## config.mk

```make
export PLATFORM = sky130hd
export DESIGN_NAME = onehot_to_bin_stream
export DESIGN_NICKNAME = d
export VERILOG_FILES = /design/src/rtl/onehot_to_bin_stream.sv
export SDC_FILE = /design/constraint.sdc
export NUM_CORES = 1
export LEC_CHECK = 0
export ABC_AREA = 1
export CORE_MARGIN = 3
export CORE_UTILIZATION = 37
export DETAILED_ROUTE_END_ITERATION = 16
export GPL_ROUTABILITY_DRIVEN = 1
export MAX_ROUTING_LAYER = met4
export PLACE_DENSITY = 0.82
export SYNTH_ARGS = -nofsm -noshare
export SYNTH_HDL_FRONTEND = slang
export SYNTH_SLANG_ARGS = --single-unit
```

## constraint.sdc

```tcl
create_clock -name clk_i -period 1.9 [get_ports clk_i]
set_input_delay 0.38 -clock clk_i [delete_from_list [all_inputs] [get_ports clk_i]]
set_output_delay 0.38 -clock clk_i [all_outputs]
set_load 0.005 [all_outputs]
```

## src/rtl/onehot_to_bin_stream.sv

```systemverilog
// One-hot to binary encoder with a single valid/ready output register stage.
// Define ONEHOT_TO_BIN_STREAM_ERRCNT_EN to build the saturating multi-hot error counter.
module onehot_to_bin_stream #(
  parameter int ONEHOT_WIDTH = 16,
  parameter int NUM_CH       = 1,
  parameter int PRIO         = 0,
  parameter int CNT_WIDTH    = 16,
  localparam int BIN_WIDTH   = (ONEHOT_WIDTH == 1) ? 1 : $clog2(ONEHOT_WIDTH)
) (
  input  logic                           clk_i,
  input  logic                           rst_i,
  input  logic                           clr_i,
  input  logic                           valid_i,
  output logic                           ready_o,
  input  logic [NUM_CH*ONEHOT_WIDTH-1:0] onehot_i,
  output logic                           valid_o,
  input  logic                           ready_i,
  output logic [NUM_CH*BIN_WIDTH-1:0]    bin_o,
  output logic [NUM_CH-1:0]              zero_o,
  output logic [NUM_CH-1:0]              multi_o,
  output logic [CNT_WIDTH-1:0]           err_cnt_o
);

  logic                        valid_q, valid_d;
  logic [NUM_CH*BIN_WIDTH-1:0] bin_q, bin_d, binEnc;
  logic [NUM_CH-1:0]           zero_q, zero_d, zeroEnc;
  logic [NUM_CH-1:0]           multi_q, multi_d, multiEnc;
  logic                        accept;

  assign ready_o = !valid_q || ready_i;
  assign accept  = valid_i && ready_o;

  for (genvar c = 0; c < NUM_CH; c++) begin : gCh
    logic [ONEHOT_WIDTH-1:0] chVec;
    logic [BIN_WIDTH-1:0]    enc;
    logic                    seen;
    logic                    many;

    assign chVec = onehot_i[c*ONEHOT_WIDTH +: ONEHOT_WIDTH];

    // PRIO=0 ORs every set index together; PRIO=1 keeps only the first (lowest) one.
    always_comb begin
      enc  = '0;
      seen = 1'b0;
      many = 1'b0;
      for (int i = 0; i < ONEHOT_WIDTH; i++) begin
        if (chVec[i]) begin
          if (PRIO == 0) begin
            enc = enc | BIN_WIDTH'(i);
          end else if (!seen) begin
            enc = BIN_WIDTH'(i);
          end
          if (seen) begin
            many = 1'b1;
          end
          seen = 1'b1;
        end
      end
    end

    assign binEnc[c*BIN_WIDTH +: BIN_WIDTH] = enc;
    assign zeroEnc[c]  = !seen;
    assign multiEnc[c] = many;
  end

  always_comb begin
    valid_d = valid_q;
    bin_d   = bin_q;
    zero_d  = zero_q;
    multi_d = multi_q;
    if (accept) begin
      valid_d = 1'b1;
      bin_d   = binEnc;
      zero_d  = zeroEnc;
      multi_d = multiEnc;
    end else if (ready_i) begin
      valid_d = 1'b0;
    end
  end

  always_ff @(posedge clk_i) begin
    if (rst_i) begin
      valid_q <= 1'b0;
      bin_q   <= '0;
      zero_q  <= '0;
      multi_q <= '0;
    end else begin
      valid_q <= valid_d;
      bin_q   <= bin_d;
      zero_q  <= zero_d;
      multi_q <= multi_d;
    end
  end

  assign valid_o = valid_q;
  assign bin_o   = bin_q;
  assign zero_o  = zero_q;
  assign multi_o = multi_q;

`ifdef ONEHOT_TO_BIN_STREAM_ERRCNT_EN
  logic [CNT_WIDTH-1:0] errCnt_q, errCnt_d;

  // Clear beats a simultaneous increment; the count sticks at all-ones.
  always_comb begin
    errCnt_d = errCnt_q;
    if (clr_i) begin
      errCnt_d = '0;
    end else if (accept && (|multiEnc) && (errCnt_q != '1)) begin
      errCnt_d = errCnt_q + CNT_WIDTH'(1);
    end
  end

  always_ff @(posedge clk_i) begin
    if (rst_i) begin
      errCnt_q <= '0;
    end else begin
      errCnt_q <= errCnt_d;
    end
  end

  assign err_cnt_o = errCnt_q;
`else
  logic unusedClr;
  assign unusedClr = clr_i;
  assign err_cnt_o = '0;
`endif

endmodule

```

==> run metrics, run 1 <==
Cells after Synth 103; CP dominant cell by count clkdlybuf4s50_1; antenna diode count 0; number of buffers added on ports 27; Worst path max stage delay 0.50 ns; Final Setup Violations 0; Adder-Cell Fraction of Synth Area 0; clk sinks 7; post-synthesis simple-gate area fraction 0.380; Hold Path Class register to register; Fin. Hold Viols 0; Placed Area 916 sq um; Synth Cell Area 664 sq um; Die X 48.4 microns; status finished clean; mux cell area share after synthesis 0; Hold Buf Count CTS 0; Root Driver clkbuf_4; DR WL/cell 8.81 microns; Die Height 48.4 microns; largest net degree at the start of global routing 8; Design Area, Final 942 sq um; DRC violation total after the first TritonRoute iteration 13; total negative slack 0 ns; worst r2r dst multi_o; worst hold start zero_o; routed via count 678; later-pin clock latency in the skew report 0.25 ns; Detailed Route WL 1.40 mm; CP Cell Sequence clkdlybuf4s50_1 > inv_2 > nand2_1 > clkdlybuf4s50_1; ratio of final minimum period to clock period 0.965; vias in the first global route 591; initial antenna violation count 0; CTS buffer count 3; # DRC 0; largest family of logic cells by synthesized area simple AND/OR/NAND/NOR gates; CTS tree built; post-CTS setup buffer count 0; sequential fraction of the synthesis area 0.211; antenna-violating nets left 0; Synth cell types 25; hpwl dp 1.24 mm; Pwr Density 462 nW/um^2; max_cap viols 0; first-pass GRT wire length 2.19 mm; Clock transition at path regs 0.05 ns; Max Slew Vio Count 0; post-cts resize count 0; die area 2340 sq um; PnR Total Power 0.435 mW; Rows 14; non-filler cells, final 159; fin nets 157; maximum clock rate 545 MHz; GR Overflow Total 0; maximum VDD drop 190 uV; Primary FF master, synth dfxtp_1; ys async rst share 0; Hold Path Sink zero_o; #FFs+latches synth 7; layout cells sized above 1 0.178; Worst Skew 0.000426 ns; Initial Utilization 0.417; worst-path fanout max 2; gp weighted congestion 0.831; Compound-Gate Fraction of Synth Area 0.128; RR Startpoint valid_o; Leakage Power 0.427 nW; DR pass1 iterations 4; Critical Path AT 1.45 ns; Layout fillers 156; worst hold path depth 2; total track usage 0.116; Setup Crit Path Kind primary input to output port; Post-synth EDFFs 0; RSZ-0062 raised after global routing false; placed insts 155; io pins 45; synth warn 0; post-synthesis area per instance 6.45 sq um; reg2reg setup slack 0.69 ns; post-layout min period 1.83 ns; XOR/XNOR Fraction of Synth Area 0; R2R cell count 9; Hold WS 0.475 ns; Critical Path RT 1.52 ns; DR vias/cell 4.26; Core Region 1590 sq um; Critical Path End Type output port; Critical Path Source Type primary input; Layout area overhead 41.8%; clk buf depth 2; H-tree Lvls 1; CP max stage cell clkdlybuf4s50_1
## cell usage after synthesis, types with 3 or more instances
cell type	n	area [sq um]
o21ai_0	4	20.0
nor2_1	11	41.3
inv_2	5	18.8
buf_4	16	120
o21ai_1	3	15.0
nor2_2	5	31.3
nand2_1	17	63.8
nand3_1	3	15.0
nor3_1	3	15.0
dfxtp_1	7	140
inv_1	8	30.0
a21oi_1	4	20.0
## critical path, delay by kind of cell
kind / cells / cell delay [ns]
buf+inv: 3 / 1.00
simple gates: 1 / 0.07
## metal layers
metal	GRT usage	routed length [microns]	vias to the layer above
met5	-	0	-
met4	0.0427	11	0
met3	0.0276	130	2
met2	0.209	688	33
met1	0.124	570	283
li1	-	-	360
## through the flow
step	util	setup slack, ns
after floorplan	-	0.593
after global placement	0.575	0.0553
after detailed placement	0.575	0.0293
after CTS	0.591	0.0529
after global routing	0.591	0.00739
final	0.591	0.0661
## cell families (layout without fill, tap and decap cells)
logic type | count (synthesis) | count (layout)
compound gates | 15 | 15
buf+inv | 32 | 49
flops | 7 | 7
other cells | 1 | 16
simple gates | 48 | 48
## power breakdown
group	internal (mW)	switching [mW]
registers	0.157	0.00424
logic	0.0748	0.0650
clock network	0.0801	0.0542
## flip-flops by register name, indices dropped and copies added, names as in the netlist
register	cells
bin_o	4
multi_o	1
valid_o	1
zero_o	1
## final cells by class
| class | count | area (sq um) | area share |
|---|---|---|---|
| clock buffer | 4 | 26.3 | 0.0279 |
| tap | 24 | 30.0 | 0.0319 |
| multi-input combinational | 79 | 398 | 0.422 |
| sequential | 7 | 140 | 0.149 |
| inverter | 16 | 62.6 | 0.0664 |
| timing repair buffer | 29 | 285 | 0.303 |
## worst max-delay path by stage
stage | start | to | slack [ns] | cells past startpoint
2_1_floorplan | onehot_i[9] | multi_o | 0.59 | 9
3_3_place_gp | onehot_i[3] | multi_o | 0.06 | 11
6_report | ready_i | ready_o | 0.07 | 4
4_1_cts | ready_i | ready_o | 0.05 | 4
5_1_grt | ready_i | ready_o | 0.007 | 4
3_5_place_dp | onehot_i[1] | multi_o | 0.03 | 11
## placed cells by master, fill, tap and decap left out
cell / count
nand3_1: 3
a31oi_1: 2
clkinv_2: 2
nor2_1: 11
or2_4: 1
a41oi_1: 1
o21ai_1: 3
inv_1: 8
nand2_4: 1
nor2_2: 5
clkinv_1: 1
nor3_1: 3
inv_2: 5
dfxtp_1: 7
nand4_4: 1
nor4_1: 2
clkdlybuf4s50_1: 27
conb_1: 16
nand2_2: 1
clkbuf_1: 1
or2_1: 1
clkbuf_4: 3
nand3_2: 2
buf_4: 2
a21oi_1: 4
a21oi_2: 1
nand2_1: 17
o21ai_0: 4
No activity file was read; power rests on OpenSTA's default activity.
==> run 2: changes to the inputs <==
CORE_ASPECT_RATIO = 1.4   (was unset)
CORE_UTILIZATION = 35   (was 37)
PLACE_DENSITY = 0.78   (was 0.82)
clock period = 1.7 ns   (was 1.9 ns; I/O delays follow)
==> run metrics, run 2 (same netlist as run 1, synthesis figures left out) <==
status finished clean (unchanged); worst hold start zero_o (unchanged); clk sinks 7 (unchanged); hpwl dp 1.36 mm (was 1.24 mm); Critical Path Source Type primary input (unchanged); post-layout util 0.579 (was 0.591); CTS buffer count 3 (unchanged); number of buffers added on ports 27 (unchanged); worst path buffer plus inverter count 2 (was 3); DRC violation total after the first TritonRoute iteration 11 (was 13); ratio of final minimum period to clock period 0.888; max_cap viols 0 (unchanged); Fin. Hold Viols 0 (unchanged); CP Cell Sequence clkdlybuf4s50_1 > or2_4 > inv_2 > nand4_4 > o21ai_0 > nand3_2 > nor2_2 > nor2_1 (was clkdlybuf4s50_1 > inv_2 > nand2_1 > clkdlybuf4s50_1); Largest register FFs 4 (unchanged); commonest non-fill, non-tap cell in the layout clkdlybuf4s50_1 (unchanged); placed insts 160 (was 155); pre-CTS setup slack -0.157 ns (was 0.0293 ns); DR WL/cell 9.51 microns (was 8.81 microns); CTS tree built (unchanged); reg2reg setup slack 0.51 ns (was 0.69 ns); Die X 42.8 microns (was 48.4 microns); Hold Buf Count CTS 0 (unchanged); maximum VDD drop 247 uV (was 190 uV); Detailed Route WL 1.56 mm (was 1.40 mm); clk buf depth 2 (unchanged); Clock transition at path regs 0.05 ns (about the same); Root Driver clkbuf_4 (unchanged); antenna-violating nets left 0 (unchanged); Worst path max stage delay 0.41 ns (was 0.50 ns); PnR Total Power 0.494 mW (was 0.435 mW); Max Slew Vio Count 0 (unchanged); Final Setup Violations 0 (unchanged); Layout fillers 167 (was 156); layout cells sized above 1 0.250 (was 0.178); vias in the first global route 675 (was 591); DR pass1 iterations 5 (was 4); H-tree Lvls 1 (unchanged); CP max stage cell clkdlybuf4s50_1 (unchanged); maximum clock rate 663 MHz; total negative slack 0 ns (unchanged); Die Height 57.6 microns (was 48.4 microns); Core Region 1780 sq um (was 1590 sq um); total track usage 0.131 (was 0.116); non-filler cells, final 164 (was 159); Worst Skew 0.000539 ns (was 0.000426 ns); # DRC 0 (unchanged); RSZ-0062 raised after global routing false (unchanged); Pwr Density 479 nW/um^2 (was 462 nW/um^2); Critical Path RT 1.83 ns (was 1.52 ns); Critical Path End Type register (was output port); post-layout min period 1.51 ns; Initial Utilization 0.373 (was 0.417); Hold WS 0.488 ns (was 0.475 ns); Setup crit start onehot_i[8] (was ready_i); Layout area overhead 55.2% (was 41.8%); largest net degree at the start of global routing 8 (unchanged); initial antenna violation count 0 (unchanged); antenna diode count 0 (unchanged); Design Area, Final 1030 sq um (was 942 sq um); DR vias/cell 4.53 (was 4.26); Crit path max-delay family simple AND/OR/NAND/NOR gates (was buffers and inverters); Setup Crit Path Kind primary input to register (was primary input to output port); final worst slack 0.191 ns (was 0.0661 ns); later-pin clock latency in the skew report 0.24 ns (was 0.25 ns); worst-path fanout max 3 (was 2); most frequent cells in the layout 18 x clkdlybuf4s50_1, 16 x nand2_1, 16 x conb_1, 11 x buf_4, 9 x nor2_1 (was 27 x clkdlybuf4s50_1, 17 x nand2_1, 16 x conb_1, 11 x nor2_1, 8 x inv_1); die area 2460 sq um (was 2340 sq um); Hold Path Class register to register (unchanged); fin nets 166 (was 157); GR Overflow Total 0 (unchanged); first-pass GRT wire length 2.50 mm (was 2.19 mm); Leakage Power 0.540 nW (was 0.427 nW); RR Startpoint valid_o (unchanged); routed via count 743 (was 678); Rows 18 (was 14); io pins 45 (unchanged); gp weighted congestion 0.843 (was 0.831); Critical Path AT 1.64 ns (was 1.45 ns); Placed Area 978 sq um (was 916 sq um)
[run 2: changes by cell type in the layout (fill, tap and decap cells not counted)]
cell             previous run  this run
nand2_1                    17        16
buf_4                       2        11
dlygate4sd2_1               0         1
clkdlybuf4s50_1            27        18
nand2_2                     1         2
dlymetal6s2s_1              0         8
nor2_2                      5         7
nor2_1                     11         9
[run 2: routing by layer]
layer / GRT usage / up-vias / wire length (microns)
met5: - / - / 0
met3: 0.0189 / 6 / 146
met2: 0.255 / 47 / 833
met1: 0.117 / 315 / 548
li1: - / 375 / -
met4: 0.0622 / 0 / 32
[run 2: layout make-up]
cell class	count	area, sq um	area share
multi-input combinational	79	405	0.393
timing repair buffer	38	372	0.360
sequential	7	140	0.136
inverter	16	62.6	0.0607
clock buffer	4	26.3	0.0255
tap	20	25.0	0.0243
[run 2: repair_timing]
item / 4_1_cts / 5_1_grt
cloned: 0 / 0
pin swaps: 0 / 11
gates resized for setup: 1 / 11
setup endpoints to repair: 1 / 1
setup buffers: 0 / 0
[run 2: final timing paths]
check,cells after the start,endpoint
max,8,multi_o
max reg2reg,9,multi_o
min,2,zero_o
min reg2reg,2,zero_o
[run 2: where the power goes]
| part | switching (mW) | internal [mW] | total, mW | leakage (nW) |
|---|---|---|---|---|
| combinational | 0.0778 | 0.0938 | 0.172 | 0.466 |
| clock | 0.0521 | 0.0890 | 0.141 | 0.0150 |
| sequential | 0.00540 | 0.176 | 0.181 | 0.0582 |
[run 2: worst min-delay path, cell delays in order, from the launching register on]
cell,delay [ns]
dfxtp_1,0.31
nand2_1,0.08
a21oi_2,0.05
==> run 3: changes to the inputs <==
GPL_TIMING_DRIVEN = 0   (was unset)
==> run metrics, run 3 (same netlist as run 1, synthesis figures left out) <==
maximum VDD drop 247 uV (about the same); P_sw 0.139 mW (was 0.135 mW); routed wl met2 840 microns (was 833 microns); Gate power share 0.354 (was 0.347); post-layout util 0.596 (was 0.579); Die X 42.8 microns (unchanged); ratio of final minimum period to clock period 0.919 (was 0.888); Largest register FFs 4 (unchanged); initial antenna violation count 0 (unchanged); max_cap viols 0 (unchanged); R2R cell count 8 (was 9); routed via count 730 (was 743); DRC violation total after the first TritonRoute iteration 6 (was 11); number of buffers added on ports 27 (unchanged); CP Cell Sequence clkdlybuf4s50_1 > or2_4 > inv_2 > nand4_4 > nor2_2 > nand2_2 > nand2_1 > nand3_2 > nor2_2 > nor2_1 (was clkdlybuf4s50_1 > or2_4 > inv_2 > nand4_4 > o21ai_0 > nand3_2 > nor2_2 > nor2_1); worst hold start zero_o (unchanged); Max Slew Vio Count 0 (unchanged); post-layout min period 1.56 ns (was 1.51 ns); Critical Path End Type register (unchanged); Final Setup Violations 0 (unchanged); DR vias/cell 4.32 (was 4.53); largest net degree at the start of global routing 8 (unchanged); Hold Buf Count CTS 0 (unchanged); Hold Path Sink zero_o (unchanged); Setup Crit Path Kind primary input to register (unchanged); post-CTS setup buffer count 0 (unchanged); CP dominant cell by count nor2_2; non-filler cells, final 169 (was 164); Critical Path RT 1.84 ns (was 1.83 ns); total negative slack 0 ns (unchanged); Pwr Density 476 nW/um^2 (was 479 nW/um^2); commonest non-fill, non-tap cell in the layout clkdlybuf4s50_1 (unchanged); Fin. Hold Viols 0 (unchanged); CTS buffer count 3 (unchanged); worst-path fanout max 3 (unchanged); worst path buffer plus inverter count 2 (unchanged); Worst Skew 0.00272 ns (was 0.000539 ns); register area 140 sq um (unchanged); reg2reg setup slack 0.58 ns (was 0.51 ns); worst r2r dst multi_o (unchanged); maximum clock rate 640 MHz (was 663 MHz); Crit path max-delay family simple AND/OR/NAND/NOR gates (unchanged); RR Startpoint valid_o (unchanged); later-pin clock latency in the skew report 0.24 ns (about the same); # DRC 0 (unchanged); multi-input logic area 403 sq um (was 405 sq um); antenna diode count 0 (unchanged); most frequent cells in the layout 20 x clkdlybuf4s50_1, 16 x nand2_1, 16 x buf_4, 16 x conb_1, 10 x nor2_1 (was 18 x clkdlybuf4s50_1, 16 x nand2_1, 16 x conb_1, 11 x buf_4, 9 x nor2_1); Critical Path AT 1.70 ns (was 1.64 ns); Clk network pwr share 0.287 (was 0.286); fin nets 171 (was 166); sequential power share 0.359 (was 0.367); layout cells sized above 1 0.268 (was 0.250); PnR Total Power 0.505 mW (was 0.494 mW); vias in the first global route 689 (was 675); Switching Fraction 0.275 (was 0.274); antenna-violating nets left 0 (unchanged); CTS tree built (unchanged); gp weighted congestion 0.839 (was 0.843); Leakage Power 0.558 nW (was 0.540 nW); met1 WL 601 microns (was 548 microns); H-tree Lvls 1 (unchanged); status finished clean (unchanged); DR pass1 iterations 4 (was 5); Hold WS 0.481 ns (was 0.488 ns); Detailed Route WL 1.59 mm (was 1.56 mm); placed insts 165 (was 160); Critical Path Source Type primary input (unchanged); CP max stage cell clkdlybuf4s50_1 (unchanged); io pins 45 (unchanged); first-pass GRT wire length 2.64 mm (was 2.50 mm); Hold Path Class register to register (unchanged); worst hold path depth 2 (unchanged); hpwl dp 1.41 mm (was 1.36 mm); GR Overflow Total 0 (unchanged); met3 WL 138 microns (was 146 microns); Rows 18 (unchanged); total track usage 0.139 (was 0.131); die area 2460 sq um (unchanged); Layout fillers 182 (was 167); Layout area overhead 59.7% (was 55.2%); RSZ-0062 raised after global routing false (unchanged); clk sinks 7 (unchanged); Die Height 57.6 microns (unchanged); clk buf depth 2 (unchanged); Worst path max stage delay 0.44 ns (was 0.41 ns); Internal 0.366 mW (was 0.359 mW); top sig layer met4 (unchanged); Root Driver clkbuf_4 (unchanged); Initial Utilization 0.373 (unchanged); Core Region 1780 sq um (unchanged); DR WL/cell 9.41 microns (was 9.51 microns); Clock transition at path regs 0.05 ns (about the same)
run 3: cell types whose count changed in the layout (fill, tap and decap cells not counted):
| cell | change |
|---|---|
| dlymetal6s2s_1 | -2 |
| clkdlybuf4s50_1 | +2 |
| nor2_1 | +1 |
| nor2_2 | -1 |
| buf_4 | +5 |
run 3: per-stage QoR:
step	instance area, sq um	setup WS (ns)
after detailed placement	1020	-0.176
after floorplan	721	0.433
after global routing	1060	0.0568
after global placement	1020	-0.148
final	1060	0.137
after CTS	1040	0.0813
run 3: area by class of cell:
class	instances	area share
Timing Repair Buffer	27	0.268
Sequential cell	7	0.132
Buffer	16	0.113
Multi-Input combinational cell	79	0.380
Tap cell	20	0.0236
Clock buffer	4	0.0248
Inverter	16	0.0590
run 3: worst max-delay path by stage:
| stage | from | cells after the start | to |
|---|---|---|---|
| after floorplan | onehot_i[9] | 9 | multi_o |
| after global placement | onehot_i[1] | 11 | multi_o |
| after detailed placement | onehot_i[1] | 11 | multi_o |
| after CTS | onehot_i[1] | 11 | multi_o |
| after global routing | onehot_i[13] | 11 | multi_o |
| final | onehot_i[9] | 10 | multi_o |
run 3: worst reg2reg max path, stage by stage, from the launching register on:
cell      delay (ns)
dfxtp_1         0.31
nand2_2         0.10
nand2_4         0.07
nor2_1          0.16
clkinv_2        0.08
nor2_2          0.12
nor2_1          0.06
nor2_2          0.08
nor2_1          0.04
run 3: what timing repair did:
action | CTS | global route
gates resized for setup | 2 | 7
setup endpoints to repair | 1 | 1
pin swaps | 0 | 9
run 3: per-layer routing:
| metal | up-vias | GRT usage |
|---|---|---|
| li1 | 390 | - |
| met1 | 304 | 0.133 |
| met2 | 34 | 0.273 |
| met3 | 2 | 0.00631 |
| met4 | 0 | 0.0667 |
| met5 | - | - |
run 3: power by group through the flow:
stage / Combinational, mW / Clock, mW / Sequential (mW)
detailed placement: 0.180 / 0 / 0.185
finish: 0.179 / 0.145 / 0.181
floorplan: 0.0897 / 0 / 0.185
CTS: 0.180 / 0.149 / 0.182
global placement: 0.177 / 0 / 0.184
global route: 0.198 / 0.157 / 0.183
